**src/rtl/div_unit_pkg.sv**
```systemverilog
// rtl/div_unit_pkg.sv - shared types and defaults for the radix-2 restoring divider
package div_unit_pkg;

    localparam int DIV_DATA_W = 32;

    typedef enum logic [1:0] {
        S_IDLE = 2'd0,
        S_DIV  = 2'd1,
        S_DONE = 2'd2
    } div_state_e;

endpackage

```
**src/rtl/div_unit.sv**
```systemverilog
// rtl/div_unit.sv - multi-cycle radix-2 restoring divider for DIV/DIVU (quotient to LO, remainder to HI)
module div_unit
    import div_unit_pkg::*;
#(
    parameter int DATA_W = DIV_DATA_W
) (
    input  logic              clk,
    input  logic              resetn,
    input  logic              start,
    input  logic              is_signed,
    input  logic [DATA_W-1:0] num1,
    input  logic [DATA_W-1:0] num2,
    input  logic              cancel,
    output logic              busy,
    output logic              ready,
    output logic [DATA_W-1:0] quotient,
    output logic [DATA_W-1:0] remainder
);

    localparam int CNT_W = $clog2(DATA_W) + 1;

    div_state_e        state_q, state_d;
    logic [CNT_W-1:0]  count_q;
    logic [DATA_W:0]   prem_q;
    logic [DATA_W-1:0] quo_q;
    logic [DATA_W-1:0] divisor_q;
    logic              sign_q_q;
    logic              sign_r_q;

    logic [DATA_W-1:0] mag1, mag2;
    logic [DATA_W+1:0] shifted;
    logic [DATA_W:0]   diff;
    logic              fits;
    logic [DATA_W:0]   prem_next;
    logic [DATA_W-1:0] quo_next;
    logic [DATA_W-1:0] rem_mag;
    logic              last_step;
    logic              accept;

    // Unary minus maps 0x80000000 onto itself, which is the correct unsigned magnitude.
    assign mag1 = (is_signed && num1[DATA_W-1]) ? -num1 : num1;
    assign mag2 = (is_signed && num2[DATA_W-1]) ? -num2 : num2;

    // One restoring step: shift in the next dividend bit, subtract the divisor if it fits.
    assign shifted   = {prem_q, quo_q[DATA_W-1]};
    assign fits      = shifted >= {2'b00, divisor_q};
    assign diff      = shifted[DATA_W:0] - {1'b0, divisor_q};
    assign prem_next = fits ? diff : shifted[DATA_W:0];
    assign quo_next  = {quo_q[DATA_W-2:0], fits};
    assign rem_mag   = prem_next[DATA_W-1:0];

    assign last_step = (count_q == CNT_W'(DATA_W - 1));
    assign accept    = (state_q == S_IDLE) && start && !cancel;

    assign busy  = (state_q != S_IDLE);
    assign ready = (state_q == S_DONE);

    always_comb begin
        state_d = state_q;
        case (state_q)
            S_IDLE: if (start && !cancel) state_d = S_DIV;
            S_DIV: begin
                if (cancel)         state_d = S_IDLE;
                else if (last_step) state_d = S_DONE;
            end
            S_DONE:  state_d = S_IDLE;
            default: state_d = S_IDLE;
        endcase
    end

    always_ff @(posedge clk or negedge resetn) begin
        if (!resetn) begin
            state_q <= S_IDLE;
        end else begin
            state_q <= state_d;
        end
    end

    always_ff @(posedge clk or negedge resetn) begin
        if (!resetn) begin
            count_q   <= '0;
            prem_q    <= '0;
            quo_q     <= '0;
            divisor_q <= '0;
            sign_q_q  <= 1'b0;
            sign_r_q  <= 1'b0;
            quotient  <= '0;
            remainder <= '0;
        end else if (accept) begin
            count_q   <= '0;
            prem_q    <= '0;
            quo_q     <= mag1;
            divisor_q <= mag2;
            sign_q_q  <= is_signed & (num1[DATA_W-1] ^ num2[DATA_W-1]);
            sign_r_q  <= is_signed & num1[DATA_W-1];
        end else if (state_q == S_DIV && !cancel) begin
            prem_q  <= prem_next;
            quo_q   <= quo_next;
            count_q <= count_q + 1'b1;
            // Results land on the edge into DONE so they are valid alongside ready.
            if (last_step) begin
                quotient  <= sign_q_q ? -quo_next : quo_next;
                remainder <= sign_r_q ? -rem_mag  : rem_mag;
            end
        end
    end

endmodule

```
**config.mk**
```make
export PLATFORM = sky130hd
export DESIGN_NAME = div_unit
export DESIGN_NICKNAME = d
export VERILOG_FILES = /design/src/rtl/div_unit_pkg.sv /design/src/rtl/div_unit.sv
export SDC_FILE = /design/constraint.sdc
export NUM_CORES = 1
export LEC_CHECK = 0
export ABC_AREA = 1
export CAP_MARGIN = 25
export CORE_ASPECT_RATIO = 0.8
export CORE_UTILIZATION = 40
export DETAILED_ROUTE_END_ITERATION = 16
export SKIP_CTS_REPAIR_TIMING = 1
export SYNTH_ARGS = -nofsm -noshare
export SYNTH_HDL_FRONTEND = slang
export SYNTH_SLANG_ARGS = --single-unit
```
**constraint.sdc**
```tcl
create_clock -name clk -period 4.1 [get_ports clk]
set_input_delay 0.82 -clock clk [delete_from_list [all_inputs] [get_ports clk]]
set_output_delay 0.82 -clock clk [all_outputs]
set_load 0.02 [all_outputs]
```
After elaboration in Yosys (flattened, before gate mapping)
Cells that the tools add are included.
{"block": "word_totals", "romBits": 0, "wordCells": 52, "in_bits": 69, "latchBits": 0, "n_memories": 0, "register_bits": 171, "ram_bits": 0}
{"block": "op_classes", "mux": 15, "reduce_logical": 12, "div": 0, "n_shift": 0, "n_addsub": 6, "n_bitwise": 4, "magnitude_cmp": 1, "multipliers": 0, "eq_ne": 5}
{"op": "32-bit two-way mux", "n": 6}
{"op": "32-bit negation", "n": 4}
{"op": "33-bit two-way mux", "n": 3}
{"op": "34-bit by 32-bit >= comparator with 1-bit output", "n": 1}
{"op": "33-bit by 32-bit subtractor with 33-bit output", "n": 1}
{"op": "6-bit two-way mux", "n": 2}
{"op": "6-bit by 1-bit adder with 6-bit output, second input constant", "n": 1}
{"op": "6-bit by 5-bit == test with 1-bit output, second input constant", "n": 1}
{"op": "1-bit logical AND", "n": 6}
{"op": "2-bit two-way mux", "n": 3}
{"op": "2-bit case mux with 2 select lines", "n": 1}
{"op": "2-bit nonzero test", "n": 2}
{"op": "3-bit inequality test, second input constant", "n": 1}
{"op": "3-bit AND reduction", "n": 1}
{"op": "1-bit bitwise AND", "n": 2}
{"op": "2-bit by 1-bit == test with 1-bit output, second input constant", "n": 1}
{"op": "2-bit == test, second input constant", "n": 1}
{"op": "2-bit zero test", "n": 1}
{"op": "2-bit by 1-bit inequality test with 1-bit output, second input constant", "n": 1}
{"op": "2-bit AND reduction", "n": 1}
{"op": "1-bit zero test", "n": 1}
{"op": "1-bit NOT", "n": 1}
{"op": "1-bit bitwise XOR", "n": 1}

Logic depth before layout (Yosys ltp)
{"block": "depth", "word_depth": 5, "ltp_mapped": 26, "depth_no_buf": 26}

Worst setup path after synthesis
OpenSTA, ideal clock, no wires.
{"block": "synth_path", "path_type": "register to register", "startpoint": "register quo_q[31]", "endpoint": "register quotient[30]", "path_stages_with_launch": 23, "slack_ns": 0.697, "setup_time_ns": 0.083, "required_ns": 4.017, "t_arrival_ns": 3.321, "synth_period_minus_slack_ns": 3.403, "cell_sequence": "dfrtp_1 inv_1 ha_1 inv_1 fa_1 nand3_1 nand3_2 nand2_2 nand2_2 nand2_4 nand2_8 inv_2 buf_6 ha_1 nand4_1 nor4_1 inv_1 nor2_1 a41oi_1 a21oi_1 o21ai_0 xor2_1 o21ai_0"}
{"block": "synth_between", "elab_chain_cells": 3}
{"element": "start, declared", "line": "div_unit.sv:25", "rtl": "logic [DATA_W-1:0] quo_q;"}
{"element": "start signal, assigned", "line": "div_unit.sv:92", "rtl": "quo_q <= mag1;"}
{"element": "start signal, assigned", "line": "div_unit.sv:98", "rtl": "quo_q <= quo_next;"}
{"element": "34-bit by 32-bit >= comparator with 1-bit output", "line": "div_unit.sv:46", "rtl": "assign fits = shifted >= {2'b00, divisor_q};"}
{"element": "32-bit negation", "line": "div_unit.sv:102", "rtl": "quotient <= sign_q_q ? -quo_next : quo_next;"}
{"element": "32-bit two-way mux", "line": "div_unit.sv:102"}
{"element": "end signal, assigned", "line": "div_unit.sv:102"}
{"element": "end, declared", "line": "div_unit.sv:16", "rtl": "output logic [DATA_W-1:0] quotient,"}
Every way passes these cells.
A chain may end at the register's enable or synchronous reset.

Worst setup path after layout
{"block": "layout_path", "startpoint": "register prem_q[5]", "endpoint": "register remainder[14]"}
{"block": "layout_between", "elab_chain_cells": 4, "word_cells_on_any_way": 5, "classes_between": "add/sub: 2; order compare: 1; mux: 2"}
{"element": "start, declared", "line": "div_unit.sv:24", "rtl": "logic [DATA_W:0] prem_q;"}
{"element": "start signal, assigned", "line": "div_unit.sv:97", "rtl": "prem_q <= prem_next;"}
{"element": "33-bit by 32-bit subtractor with 33-bit output / 34-bit by 32-bit >= comparator with 1-bit output (equally long branches)", "line": "div_unit.sv:47, div_unit.sv:46"}
{"element": "33-bit two-way mux (*)", "line": "div_unit.sv:48", "rtl": "assign prem_next = fits ? diff : shifted[DATA_W:0];"}
{"element": "32-bit negation", "line": "div_unit.sv:103", "rtl": "remainder <= sign_r_q ? -rem_mag : rem_mag;"}
{"element": "32-bit two-way mux (*)", "line": "div_unit.sv:103"}
{"element": "end signal, assigned", "line": "div_unit.sv:103"}
{"element": "end, declared", "line": "div_unit.sv:17", "rtl": "output logic [DATA_W-1:0] remainder"}
Every way passes the cells marked *; elsewhere a longest branch is shown, timed or not.

==> impl_metrics.prom <==
# TYPE chip_impl_metric gauge
chip_impl_metric{name="finalCoreUtilization",unit=""} 0.490
chip_impl_metric{name="synth.distinct_cells",unit=""} 48
chip_impl_metric{name="synth_largest_type_area_fraction",unit=""} 0.340
chip_impl_metric{name="hpwl",unit="mm"} 30.2
chip_impl_metric{name="report.final.hold_viol_count",unit=""} 0
chip_impl_metric{name="finalCritPeriodShare",unit=""} 0.894
chip_impl_metric{name="hold_slack",unit="ns"} 0.420
chip_impl_metric{name="route.detailed.vias_per_inst",unit=""} 5.10
chip_impl_info{name="tritoncts",value="done"} 1
chip_impl_metric{name="worstPathArrival",unit="ns"} 3.99
chip_impl_metric{name="number_of_flops_mapped_to_enable_cells_by_yosys",unit=""} 0
chip_impl_info{name="timing.critical_path.to_type",value="register"} 1
chip_impl_metric{name="sw_frac_of_total",unit=""} 0.537
chip_impl_metric{name="final_cell_area",unit="sq um"} 15000
chip_impl_metric{name="clock-sinks",unit=""} 171
chip_impl_metric{name="timing.setup.tns",unit="ns"} 0
chip_impl_metric{name="cap_violations",unit=""} 0
chip_impl_metric{name="min_cycle_time_layout",unit="ns"} 3.66
chip_impl_metric{name="final.fill_count",unit=""} 3130
chip_impl_metric{name="synth_nets",unit=""} 1991
chip_impl_metric{name="ys_seq_area_frac",unit=""} 0.340
chip_impl_metric{name="port_buffers",unit=""} 134
chip_impl_metric{name="antenna_found_initial",unit=""} 0
chip_impl_metric{name="power.density",unit="nW/um^2"} 746
chip_impl_metric{name="finClkSkew",unit="ns"} 0.0216
chip_impl_metric{name="ir_drop",unit="mV"} 0.287
chip_impl_info{name="grt_setup_unrepaired",value="false"} 1
chip_impl_metric{name="postSynthRegisterBits",unit=""} 171
chip_impl_metric{name="pwr-share-clk",unit=""} 0.157
chip_impl_metric{name="drt-initial-drc-count",unit=""} 966
chip_impl_metric{name="share_comb_of_total_power",unit=""} 0.630
chip_impl_info{name="synth_ff_type",value="sky130_fd_sc_hd__dfrtp_1"} 1
chip_impl_metric{name="drtPass1Iterations",unit=""} 6
chip_impl_metric{name="fmax",unit="MHz"} 273
chip_impl_metric{name="gr-total-overflow",unit=""} 0
chip_impl_metric{name="syn-cell-area",unit="sq um"} 12600
chip_impl_metric{name="cts-htree-levels",unit=""} 4
chip_impl_metric{name="final_wirelength",unit="mm"} 38.8
chip_impl_metric{name="grt_first_pass_wirelength",unit="mm"} 63.2
chip_impl_info{name="post_synth_most_frequent_cells",value="sky130_fd_sc_hd__nand2_1, sky130_fd_sc_hd__inv_1, sky130_fd_sc_hd__dfrtp_1"} 1
chip_impl_metric{name="power.static_leakage",unit="nW"} 7.46
chip_impl_metric{name="first_global_vias",unit=""} 11555
chip_impl_metric{name="cts_max_path_buffers",unit=""} 2
chip_impl_metric{name="detail-route-antenna-nets",unit=""} 0
chip_impl_metric{name="die_area",unit="sq um"} 32200
chip_impl_metric{name="insertion_delay",unit="ns"} 0.45
chip_impl_metric{name="post_synth_inst_count",unit=""} 1884
chip_impl_metric{name="grt_start_max_net_pins",unit=""} 78
chip_impl_metric{name="power.internal",unit="mW"} 5.20
chip_impl_metric{name="critical_path_peak_fanout",unit=""} 45
chip_impl_metric{name="drcViolationCount",unit=""} 0
chip_impl_metric{name="postSynth.asyncResetShare",unit=""} 1.00
chip_impl_metric{name="avgSynthCellArea",unit="sq um"} 6.68
chip_impl_metric{name="synth-warning-count",unit=""} 0
chip_impl_metric{name="floorplan.initialDensity",unit=""} 0.411
chip_impl_info{name="timing.hold.worst.class",value="in2async"} 1
chip_impl_metric{name="grt.total_usage",unit=""} 0.246
chip_impl_metric{name="count_of_endpoints_failing_setup_in_the_final_report",unit=""} 0
chip_impl_metric{name="timing.reg2reg.setup_slack",unit="ns"} 0.44
chip_impl_info{name="post-synth-top-count-cell",value="sky130_fd_sc_hd__nand2_1"} 1
chip_impl_info{name="worstSetupStartpointType",value="register"} 1
chip_impl_metric{name="cp_data_required_time",unit="ns"} 4.42
chip_impl_metric{name="row_count",unit=""} 57
chip_impl_metric{name="floorplan.die.width",unit="um"} 200
chip_impl_metric{name="cts_buffers",unit=""} 17
chip_impl_metric{name="finish.net_count",unit=""} 2113
chip_impl_metric{name="core_area",unit="sq um"} 30700
chip_impl_metric{name="drive_above_1_share",unit=""} 0.0614
chip_impl_metric{name="globalplace.congestion",unit=""} 0.967
chip_impl_metric{name="route.detailed.wl_per_inst",unit="um"} 16.0
chip_impl_info{name="timing.setup.critical_path_class",value="reg2reg"} 1
chip_impl_metric{name="floorplan.die.height",unit="um"} 161
chip_impl_info{name="status",value="completed"} 1
chip_impl_info{name="netlist_top_cells_area",value="sky130_fd_sc_hd__dfrtp_1, sky130_fd_sc_hd__nand2_1, sky130_fd_sc_hd__inv_1"} 1
chip_impl_metric{name="post_dp_area",unit="sq um"} 14400
chip_impl_metric{name="power.sequential.fraction",unit=""} 0.213
chip_impl_metric{name="route.vias.total",unit=""} 12389
chip_impl_info{name="clockRootBuffer",value="sky130_fd_sc_hd__clkbuf_16"} 1
chip_impl_metric{name="p_sw",unit="mW"} 6.02
chip_impl_metric{name="report.final.slew_viol_count",unit=""} 0
chip_impl_metric{name="insertedDiodeCount",unit=""} 0
chip_impl_metric{name="io_pins",unit=""} 135
chip_impl_info{name="synthDominantAreaCellType",value="sky130_fd_sc_hd__dfrtp_1"} 1
chip_impl_metric{name="path_clk_slew",unit="ns"} 0.08
chip_impl_metric{name="tightest_slew",unit="ns"} 0.967
chip_impl_metric{name="relSlewSlack",unit=""} 0.354
chip_impl_metric{name="area.growth.synth_to_final",unit="%"} 19.5
state kept, by name, indices dropped and copies added (netlist names):
name	cells
state_q	2
sign_r_q	1
remainder	32
count_q	6
divisor_q	32
quotient	32
prem_q	33
quo_q	32
sign_q_q	1
per-layer routing:
metal / global-route usage / vias to the layer above / routed length [um]
li1: - / 6271 / -
met1: 0.392 / 5677 / 20600
met2: 0.346 / 405 / 15300
met3: 0.0386 / 36 / 2490
met4: 0.0465 / 0 / 408
met5: 0 / - / 0
layout by cell type, fill, tap and decap left out, drive strengths merged, types with 8 or more instances in the layout:
master and n:
a21oi 54, nand2 592, xnor2 17, buf 28, nor3 26, clkdlybuf4s50 133
clkbuf 18, o22ai 13, nor2 183, o21ai 183, nand4 20, nor4 9
a31oi 8, ha 37, nand3 134, dfrtp 171, o221ai 13, xor2 81
inv 258
worst paths after layout:
check	start	to	depth (start not counted)
max reg2reg	prem_q[5]	remainder[14]	18
min reg2reg	divisor_q[5]	divisor_q[5]	2
min in group clk	divisor_q[5]	divisor_q[5]	2
min	resetn	prem_q[8]	1
max	prem_q[5]	remainder[14]	18
max in group asynchronous	resetn	divisor_q[24]	2
worst max-delay path, stage by stage (launching register included):
cell and delay (ns):
sky130_fd_sc_hd__dfrtp_1 0.45, sky130_fd_sc_hd__ha_1 0.39, sky130_fd_sc_hd__nand2_1 0.20, sky130_fd_sc_hd__nor2_4 0.17, sky130_fd_sc_hd__nand3_1 0.11, sky130_fd_sc_hd__nand3_2 0.13
sky130_fd_sc_hd__nand2_2 0.07, sky130_fd_sc_hd__nand2_2 0.09, sky130_fd_sc_hd__nand2_4 0.07, sky130_fd_sc_hd__nand2_8 0.06, sky130_fd_sc_hd__buf_4 0.41, sky130_fd_sc_hd__nand2_1 0.16
sky130_fd_sc_hd__nand2_2 0.12, sky130_fd_sc_hd__ha_1 0.17, sky130_fd_sc_hd__nand3_1 0.16, sky130_fd_sc_hd__o21ai_1 0.28, sky130_fd_sc_hd__o21ai_1 0.15, sky130_fd_sc_hd__xor2_1 0.25
sky130_fd_sc_hd__o21ai_1 0.09
area by class of cell:
class / instances / area (sq um) / share of cell area
clock buffers: 18 / 429 / 0.0285
clock inverters: 13 / 180 / 0.0120
inverters: 254 / 953 / 0.0634
multi-input cells: 1401 / 7110 / 0.473
flip-flops and latches: 171 / 4280 / 0.284
well taps: 413 / 517 / 0.0344
repair buffers: 161 / 1570 / 0.104
power by group through the flow:
stage,clock (mW),combinational [mW],sequential [mW]
final,1.76,7.07,2.40
after detailed placement,0,6.93,2.40
after CTS,1.79,6.96,2.38
after global placement,0,6.87,2.40
after global routing,1.85,7.96,2.43
after floorplan,0,5.10,2.28
stage by stage:
| stage | instances | total power, mW | worst slack, ns |
|---|---|---|---|
| global route | 2431 | 12.2 | 0.0734 |
| CTS | 2431 | 11.1 | 0.469 |
| finish | 2431 | 11.2 | 0.435 |
| global placement | 2399 | 9.27 | 0.365 |
| floorplan | 1884 | 7.38 | 0.697 |
| detailed placement | 2400 | 9.33 | 0.349 |
logic make-up (layout without fill, tap and decap cells):
family,Yosys count,in the layout,synth area share
AOI/OAI and AO/OA,291,291,0.129
xor gates and xnor gates,98,98,0.0682
adders and majority gates,38,38,0.0384
buffers and inverters,312,446,0.0965
DFF,171,171,0.340
and+or+nand+nor,974,974,0.328
Power figures use the tool's default switching activity.
